===== src/rtl/freqin_pkg.sv =====
// Shared types and helpers for the frequency-input scan controller.
package freqin_pkg;

   localparam int PERIOD_W = 32;

   typedef enum logic [2:0] {
      S_IDLE,
      S_SETTLE,
      S_ARM,
      S_MEASURE,
      S_STORE,
      S_TIMEOUT,
      S_NEXT
   } state_e;

   function automatic int clog2(input int v);
      int r;
      int x;
      r = 0;
      x = v - 1;
      while (x > 0) begin
         r = r + 1;
         x = x >>> 1;
      end
      return r;
   endfunction

endpackage


===== src/rtl/freqin_rr_pick.sv =====
// Round-robin finder: next enabled channel after (or at) the current one.
module freqin_rr_pick
   import freqin_pkg::*;
#(
   parameter int CHANNELS = 4
) (
   input  logic [CHANNELS-1:0] mask_i,
   input  logic [3:0]          cur_i,
   input  logic                incl_cur_i,
   output logic [3:0]          next_o,
   output logic                wrap_o
);

   logic found;

   always_comb begin
      next_o = '0;
      wrap_o = 1'b0;
      found  = 1'b0;
      for (int i = 0; i < CHANNELS; i++) begin
         if (!found && mask_i[i] &&
             ((i > int'(cur_i)) ||
              (incl_cur_i && (i == int'(cur_i))))) begin
            next_o = 4'(i);
            found  = 1'b1;
         end
      end
      // Nothing at or above cur: wrap to the lowest enabled channel.
      if (!found) begin
         wrap_o = 1'b1;
         for (int i = CHANNELS - 1; i >= 0; i--) begin
            if (mask_i[i]) next_o = 4'(i);
         end
      end
   end

endmodule


===== src/rtl/freqin_scan_ctrl.sv =====
// Shares one period counter across CHANNELS frequency inputs, round-robin.
module freqin_scan_ctrl
   import freqin_pkg::*;
#(
   parameter int CHANNELS  = 4,
   parameter int RESET_CNT = 25000000,
   parameter int SETTLE    = 2
) (
   input  logic                   clk,
   input  logic                   rst_n,
   input  logic [CHANNELS-1:0]    freq,
   input  logic [CHANNELS-1:0]    enable_mask,
   output logic [32*CHANNELS-1:0] period,
   output logic [CHANNELS-1:0]    valid,
   output logic [3:0]             cur_channel,
   output logic                   scan_done
);

   localparam int CW = clog2(RESET_CNT + 1) + 1;
   localparam logic [CW-1:0] CNT_MAX  = CW'(RESET_CNT);
   localparam logic [CW-1:0] SET_LAST = CW'(SETTLE - 1);

   state_e              state_q, state_d;
   logic [CW-1:0]       cnt_q, cnt_d;
   logic [CW-1:0]       res_q, res_d;
   logic [3:0]          cur_q, cur_d;
   logic [CHANNELS-1:0] sync1_q, sync2_q;
   logic                sel_d_q;
   logic [PERIOD_W-1:0] per_q [CHANNELS];
   logic [CHANNELS-1:0] valid_q;

   logic [15:0] sync_pad;
   logic [15:0] mask_pad;
   logic        sel;
   logic        rise;
   logic        any_en;
   logic        cur_en;
   logic [3:0]  pick_idx;
   logic        pick_wrap;
   logic        wr_en;
   logic        wr_ok;

   assign sync_pad = 16'(sync2_q);
   assign mask_pad = 16'(enable_mask);
   assign sel      = sync_pad[cur_q];
   assign rise     = sel & ~sel_d_q;
   assign any_en   = |enable_mask;
   assign cur_en   = mask_pad[cur_q];

   freqin_rr_pick #(
      .CHANNELS(CHANNELS)
   ) u_pick (
      .mask_i    (enable_mask),
      .cur_i     (cur_q),
      .incl_cur_i(state_q == S_IDLE),
      .next_o    (pick_idx),
      .wrap_o    (pick_wrap)
   );

   always_comb begin
      state_d   = state_q;
      cnt_d     = cnt_q;
      res_d     = res_q;
      cur_d     = cur_q;
      scan_done = 1'b0;
      wr_en     = 1'b0;
      wr_ok     = 1'b0;
      unique case (state_q)
         S_IDLE: begin
            if (any_en) begin
               cur_d   = pick_idx;
               cnt_d   = '0;
               state_d = S_SETTLE;
            end
         end
         S_SETTLE: begin
            cnt_d = cnt_q + 1'b1;
            if (!cur_en) begin
               state_d = S_NEXT;
            end else if (cnt_q >= SET_LAST) begin
               cnt_d   = '0;
               state_d = S_ARM;
            end
         end
         S_ARM: begin
            cnt_d = cnt_q + 1'b1;
            if (!cur_en) begin
               state_d = S_NEXT;
            end else if (rise) begin
               cnt_d   = '0;
               state_d = S_MEASURE;
            end else if (cnt_q > CNT_MAX) begin
               state_d = S_TIMEOUT;
            end
         end
         S_MEASURE: begin
            cnt_d = cnt_q + 1'b1;
            if (!cur_en) begin
               state_d = S_NEXT;
            end else if (rise) begin
               res_d   = cnt_q + 1'b1;
               state_d = S_STORE;
            end else if (cnt_q > CNT_MAX) begin
               state_d = S_TIMEOUT;
            end
         end
         S_STORE: begin
            wr_en   = 1'b1;
            wr_ok   = 1'b1;
            state_d = S_NEXT;
         end
         S_TIMEOUT: begin
            wr_en   = 1'b1;
            state_d = S_NEXT;
         end
         S_NEXT: begin
            if (!any_en) begin
               state_d = S_IDLE;
            end else begin
               cur_d     = pick_idx;
               scan_done = pick_wrap;
               cnt_d     = '0;
               state_d   = S_SETTLE;
            end
         end
         default: state_d = S_IDLE;
      endcase
   end

   always_ff @(posedge clk or negedge rst_n) begin
      if (!rst_n) begin
         state_q <= S_IDLE;
         cnt_q   <= '0;
         res_q   <= '0;
         cur_q   <= '0;
         sync1_q <= '0;
         sync2_q <= '0;
         sel_d_q <= 1'b0;
         valid_q <= '0;
         for (int i = 0; i < CHANNELS; i++) per_q[i] <= '0;
      end else begin
         state_q <= state_d;
         cnt_q   <= cnt_d;
         res_q   <= res_d;
         cur_q   <= cur_d;
         sync1_q <= freq;
         sync2_q <= sync1_q;
         sel_d_q <= sel;
         for (int i = 0; i < CHANNELS; i++) begin
            if (wr_en && (cur_q == 4'(i))) begin
               per_q[i]   <= wr_ok ? PERIOD_W'(res_q) : '0;
               valid_q[i] <= wr_ok;
            end
            // A disabled channel is cleared, overriding any store.
            if (!enable_mask[i]) begin
               per_q[i]   <= '0;
               valid_q[i] <= 1'b0;
            end
         end
      end
   end

   for (genvar g = 0; g < CHANNELS; g++) begin : g_out
      assign period[32*g +: 32] = per_q[g];
   end

   assign valid       = valid_q;
   assign cur_channel = cur_q;

endmodule


===== config.mk =====
export PLATFORM = sky130hd
export DESIGN_NAME = freqin_scan_ctrl
export DESIGN_NICKNAME = d
export VERILOG_FILES = /design/src/rtl/freqin_pkg.sv /design/src/rtl/freqin_rr_pick.sv /design/src/rtl/freqin_scan_ctrl.sv
export SDC_FILE = /design/constraint.sdc
export NUM_CORES = 1
export LEC_CHECK = 0
export ABC_AREA = 0
export BUFFER_PORTS_ARGS = -buffer_cell sky130_fd_sc_hd__buf_2
export CORE_MARGIN = 5
export CORE_UTILIZATION = 54
export CTS_CLUSTER_DIAMETER = 40
export DETAILED_ROUTE_END_ITERATION = 10
export GPL_TIMING_DRIVEN = 0
export PLACE_DENSITY_LB_ADDON = 0.08
export SYNTH_ARGS = -nofsm -noshare
export SYNTH_HDL_FRONTEND = slang
export SYNTH_SLANG_ARGS = --single-unit

===== constraint.sdc =====
create_clock -name clk -period 6.3 [get_ports clk]
set_clock_uncertainty 0.15 [all_clocks]
set_input_delay 0.63 -clock clk [delete_from_list [all_inputs] [get_ports clk]]
set_output_delay 0.63 -clock clk [all_outputs]
set_load 0.05 [all_outputs]

==> summary.md <==
| Metric | Value |
|---|---|
| Core area | about 14000 um2 |
| DRT antenna net count | 0 |
| WHS | roughly 0.16 ns |
| Cell-internal power | roughly 2.3 mW |
| DIE WIDTH | 129.1 um |
| Synth Register Bits | 174 |
| RSZ-0062 raised after global routing | no |
| Largest cells by area after synthesis | dfrtp_1, a22o_1, buf_4 |
| Final min period | about 3.3 ns |
| Layout net count | ~850 |
| Largest area contributor in the netlist | dfrtp_1 |
| Worst Path Max Fanout | 10 |
| Vias/cell | 5.782 |
| Design Power | between 3 and 4 mW |
| Wl on met1 | ~8.8 mm |
| Clock tree from TritonCTS | yes |
| All-Layer GR Usage | 0.2362 |
| Worst hold path class | input port to flop |
| Comb power frac | 0.334 |
| Slowest-stage cell, CP | or3_1 |
| Final Cycle Share | 0.5160 |
| Largest net degree at the start of global routing | between 100 and 150 |
| H-tree Lvls | 4 |
| Outcome | complete, no violations |
| Sequential share of power | 0.389 |
| R2R Setup Slk | around 3.5 ns |
| Pwr dens | 409.5 nW/um2 |
| Dpl hpwl | about 14 mm |
| Initial Utilization | 0.5519 |
| Critical-path cell list | clkbuf_1, or3_1, or3_1, a21oi_1, nor3_1, buf_2 |
| Cell count after synthesis | 666 |
| Row cnt | between 40 and 50 |
| Fin. max-slew vios | 0 |
| N_diodes | 0 |
| DR iter-0 viols | 681 |
| FF-to-FF End | period[16] |
| WL met3 | between 1 and 1.5 mm |
| Reg2reg path depth | 5 |
| Worst Path Arrival | about 2.5 ns |
| Met2 Routed Length | 8.956 mm |
| Post-synth top area share | 0.5683 |
| Die Y | around 130 um |
| Final Hold Fails | 0 |
| Syn Area/Cell | about 12 um2 |
| Num ports | around 150 |
| MaxCap Viol Count | 0 |
| Post-CTS Setup Bufs | 0 |
| Setup crit start kind | flop |
| Placement Cell Area | between 8000 and 9000 um2 |
| Final wirelength | 19.20 mm |
| Drt drc | 0 |
| Placer Congestion | ~0.85 |
| Avg WL per Cell | around 19 um |
| VDD IR-drop max | around 0.20 mV |
| Clock root cell | clkbuf_16 |
| Initial antenna violation count | 0 |
| Sink Count | ~170 |
| Sum Neg Setup Slack | 0 ns |
| Fmax | approximately 310 MHz |
| Switching portion of total power | 0.3998 |
| Post-route cell area | between 9000 and 10000 um2 |
| Clock Power Share | 0.277 |
| Vias in the first global route | around 5700 |
| Critical Path Sink Type | output port |
| PortBufs | 120 |
| CP endpoint | scan_done |
| Area grow syn2layout | 20.28% |
| Clk buf depth | 2 |
| Cell mode on critical path | or3_1 |
| Critical setup path kind | flop to output port |
| CP startpoint | state_q[1] |
| Num CTS Buffers | 17 |
| Slew Limit Headroom | 0.1678 |
| Worst reg2reg startpoint | state_q[1] |
| Vias | about 5900 |
| Worst endpoint required time | around 5.5 ns |
| Crit-path max cell delay | ~0.47 ns |
| Synth warn | 0 |
| P_sw | between 1.5 and 2 mW |
| Mapped cell area | around 7700 um2 |
| First-pass GRT wire length | just over 30 mm |
| Clock Latency Late Sink | 0.42 ns |
| Final setup viols | 0 |
| Share of cells above drive strength 1 | 0.2580 |
| Die ar. | 16670 um2 |
| Clk pin slew, worst setup/hold paths | 0.07 ns |
| Seq/Total Area, Yosys | 0.5683 |
| Slew @ Worst Pin | 1.238 ns |
| GR Overflow Total | 0 |
| Top routing layer in use | met4 |
| TritonRoute pass-1 iters | 5 |
| Yosys cell types | 59 |
| LEAKAGE | roughly 4.7 nW |
| # fillers | between 1000 and 1500 |
registers in the layout, summed over array words and instances, names as in the netlist:
signal,count
state_q,3
res_q,26
valid,4
period,104
sel_d_q,1
cur_channel,2
sync1_q,4
sync2_q,4
cnt_q,26
per-stage QoR:
step	utilization	instances	worst slack (ns)
5_1_grt	0.6639	1025	2.980
4_1_cts	0.6639	1025	3.077
3_5_place_dp	0.6209	992	3.533
6_report	0.6639	1025	3.049
3_3_place_gp	0.6182	991	1.907
2_1_floorplan	-	691	3.016
kinds of logic after synthesis:
group | share of synthesized area
xor+xnor | 0.02401
compound gates | 0.2102
flops | 0.5683
fa+ha+maj | 0.007840
mux | 0.01225
simple gates | 0.1150
other cells | 0.0004895
buf+inv | 0.06190
placed cells by master, fill, tap and decap left out, types with 7 or more instances in the layout:
| master | Yosys | routed |
|---|---|---|
| nand4_1 | 7 | 7 |
| buf_2 | 10 | 129 |
| clkbuf_1 | 33 | 34 |
| nor2_1 | 52 | 52 |
| a22o_1 | 123 | 123 |
| buf_4 | 26 | 26 |
| o21ai_1 | 15 | 15 |
| nor4_1 | 8 | 8 |
| inv_1 | 11 | 11 |
| a21o_1 | 7 | 7 |
| o21ai_0 | 8 | 8 |
| dfrtp_1 | 174 | 174 |
| clkbuf_16 | 0 | 17 |
| nand3_1 | 12 | 12 |
| conb_1 | 1 | 26 |
| nor3_1 | 9 | 9 |
| and3_1 | 10 | 10 |
| a21oi_1 | 27 | 27 |
| a31oi_1 | 7 | 7 |
| xnor2_1 | 17 | 17 |
| nor2b_1 | 7 | 7 |
| nand2_1 | 31 | 31 |
repair_timing:
action                    CTS  global route
hold endpoints to repair   51             0
hold buffers                1             0
gates resized for setup     0             0
power by group through the flow:
| stage | combinational (mW) | sequential (mW) | clock (mW) |
|---|---|---|---|
| detailed placement | 1.24 | 1.48 | 0 |
| floorplan | 0.764 | 1.59 | 0 |
| finish | 1.26 | 1.47 | 1.05 |
| global route | 1.36 | 1.49 | 1.11 |
| global placement | 1.21 | 1.48 | 0 |
| CTS | 1.25 | 1.46 | 1.05 |
final cells by class:
class                      count  area, um2  share of cell area
timing repair buffer         122      648.1             0.07033
inverter                      11      41.29            0.004481
sequential                   174       4354              0.4725
clock inverter                14      157.7             0.01711
multi-input combinational    431       2927              0.3176
buffer                        75      432.9             0.04698
clock buffer                  18      429.2             0.04657
tap                          180      225.2             0.02444
worst max-delay path: cells and delay by family, from the launching register on:
kind	cells	cell delay, ns
AND/OR/NAND/NOR	3	0.92
buffers and inverters	2	0.46
flip-flops	1	0.40
AO/OA/AOI/OAI	1	0.25
worst min path at each step:
stage	slack (ns)	startpoint	endpoint	depth (start not counted)
floorplan	0.18	rst_n	cnt_q[0]	0
global placement	0.18	sync1_q[0]	sync2_q[0]	0
CTS	0.15	freq[3]	sync1_q[3]	1
finish	0.16	freq[3]	sync1_q[3]	1
global route	0.15	freq[3]	sync1_q[3]	1
detailed placement	0.19	sync1_q[3]	sync2_q[3]	0
cells in the mapped netlist (all sizes together):
cell type,instances
nand2,31
a31oi,7
a21o,7
nand4,7
clkbuf,33
mux4,2
nor3,10
a22o,123
nor3b,2
and4,1
maj3,1
inv,11
o211ai,2
a31o,1
or4,1
o31a,2
ha,4
nor2,57
xnor2,17
xor2,4
a221o,4
nand3,12
a211o,1
nor4b,1
a211oi,2
o22ai,3
a21oi,27
nor4,11
or2,5
dfrtp,174
nand2b,3
a21boi,1
or3,4
and2,3
and3,10
buf,42
nor2b,7
o21ai,23
conb,1
o21a,2
mux2,4
o31ai,1
o211a,1
o41ai,1
metal layers:
metal	GRT usage	vias to the layer above
met5	0	-
met4	0.07844	0
met3	0.04040	31
met2	0.3619	223
met1	0.3455	2947
li1	-	2726
Note: power is estimated with default switching activity, not from simulation.
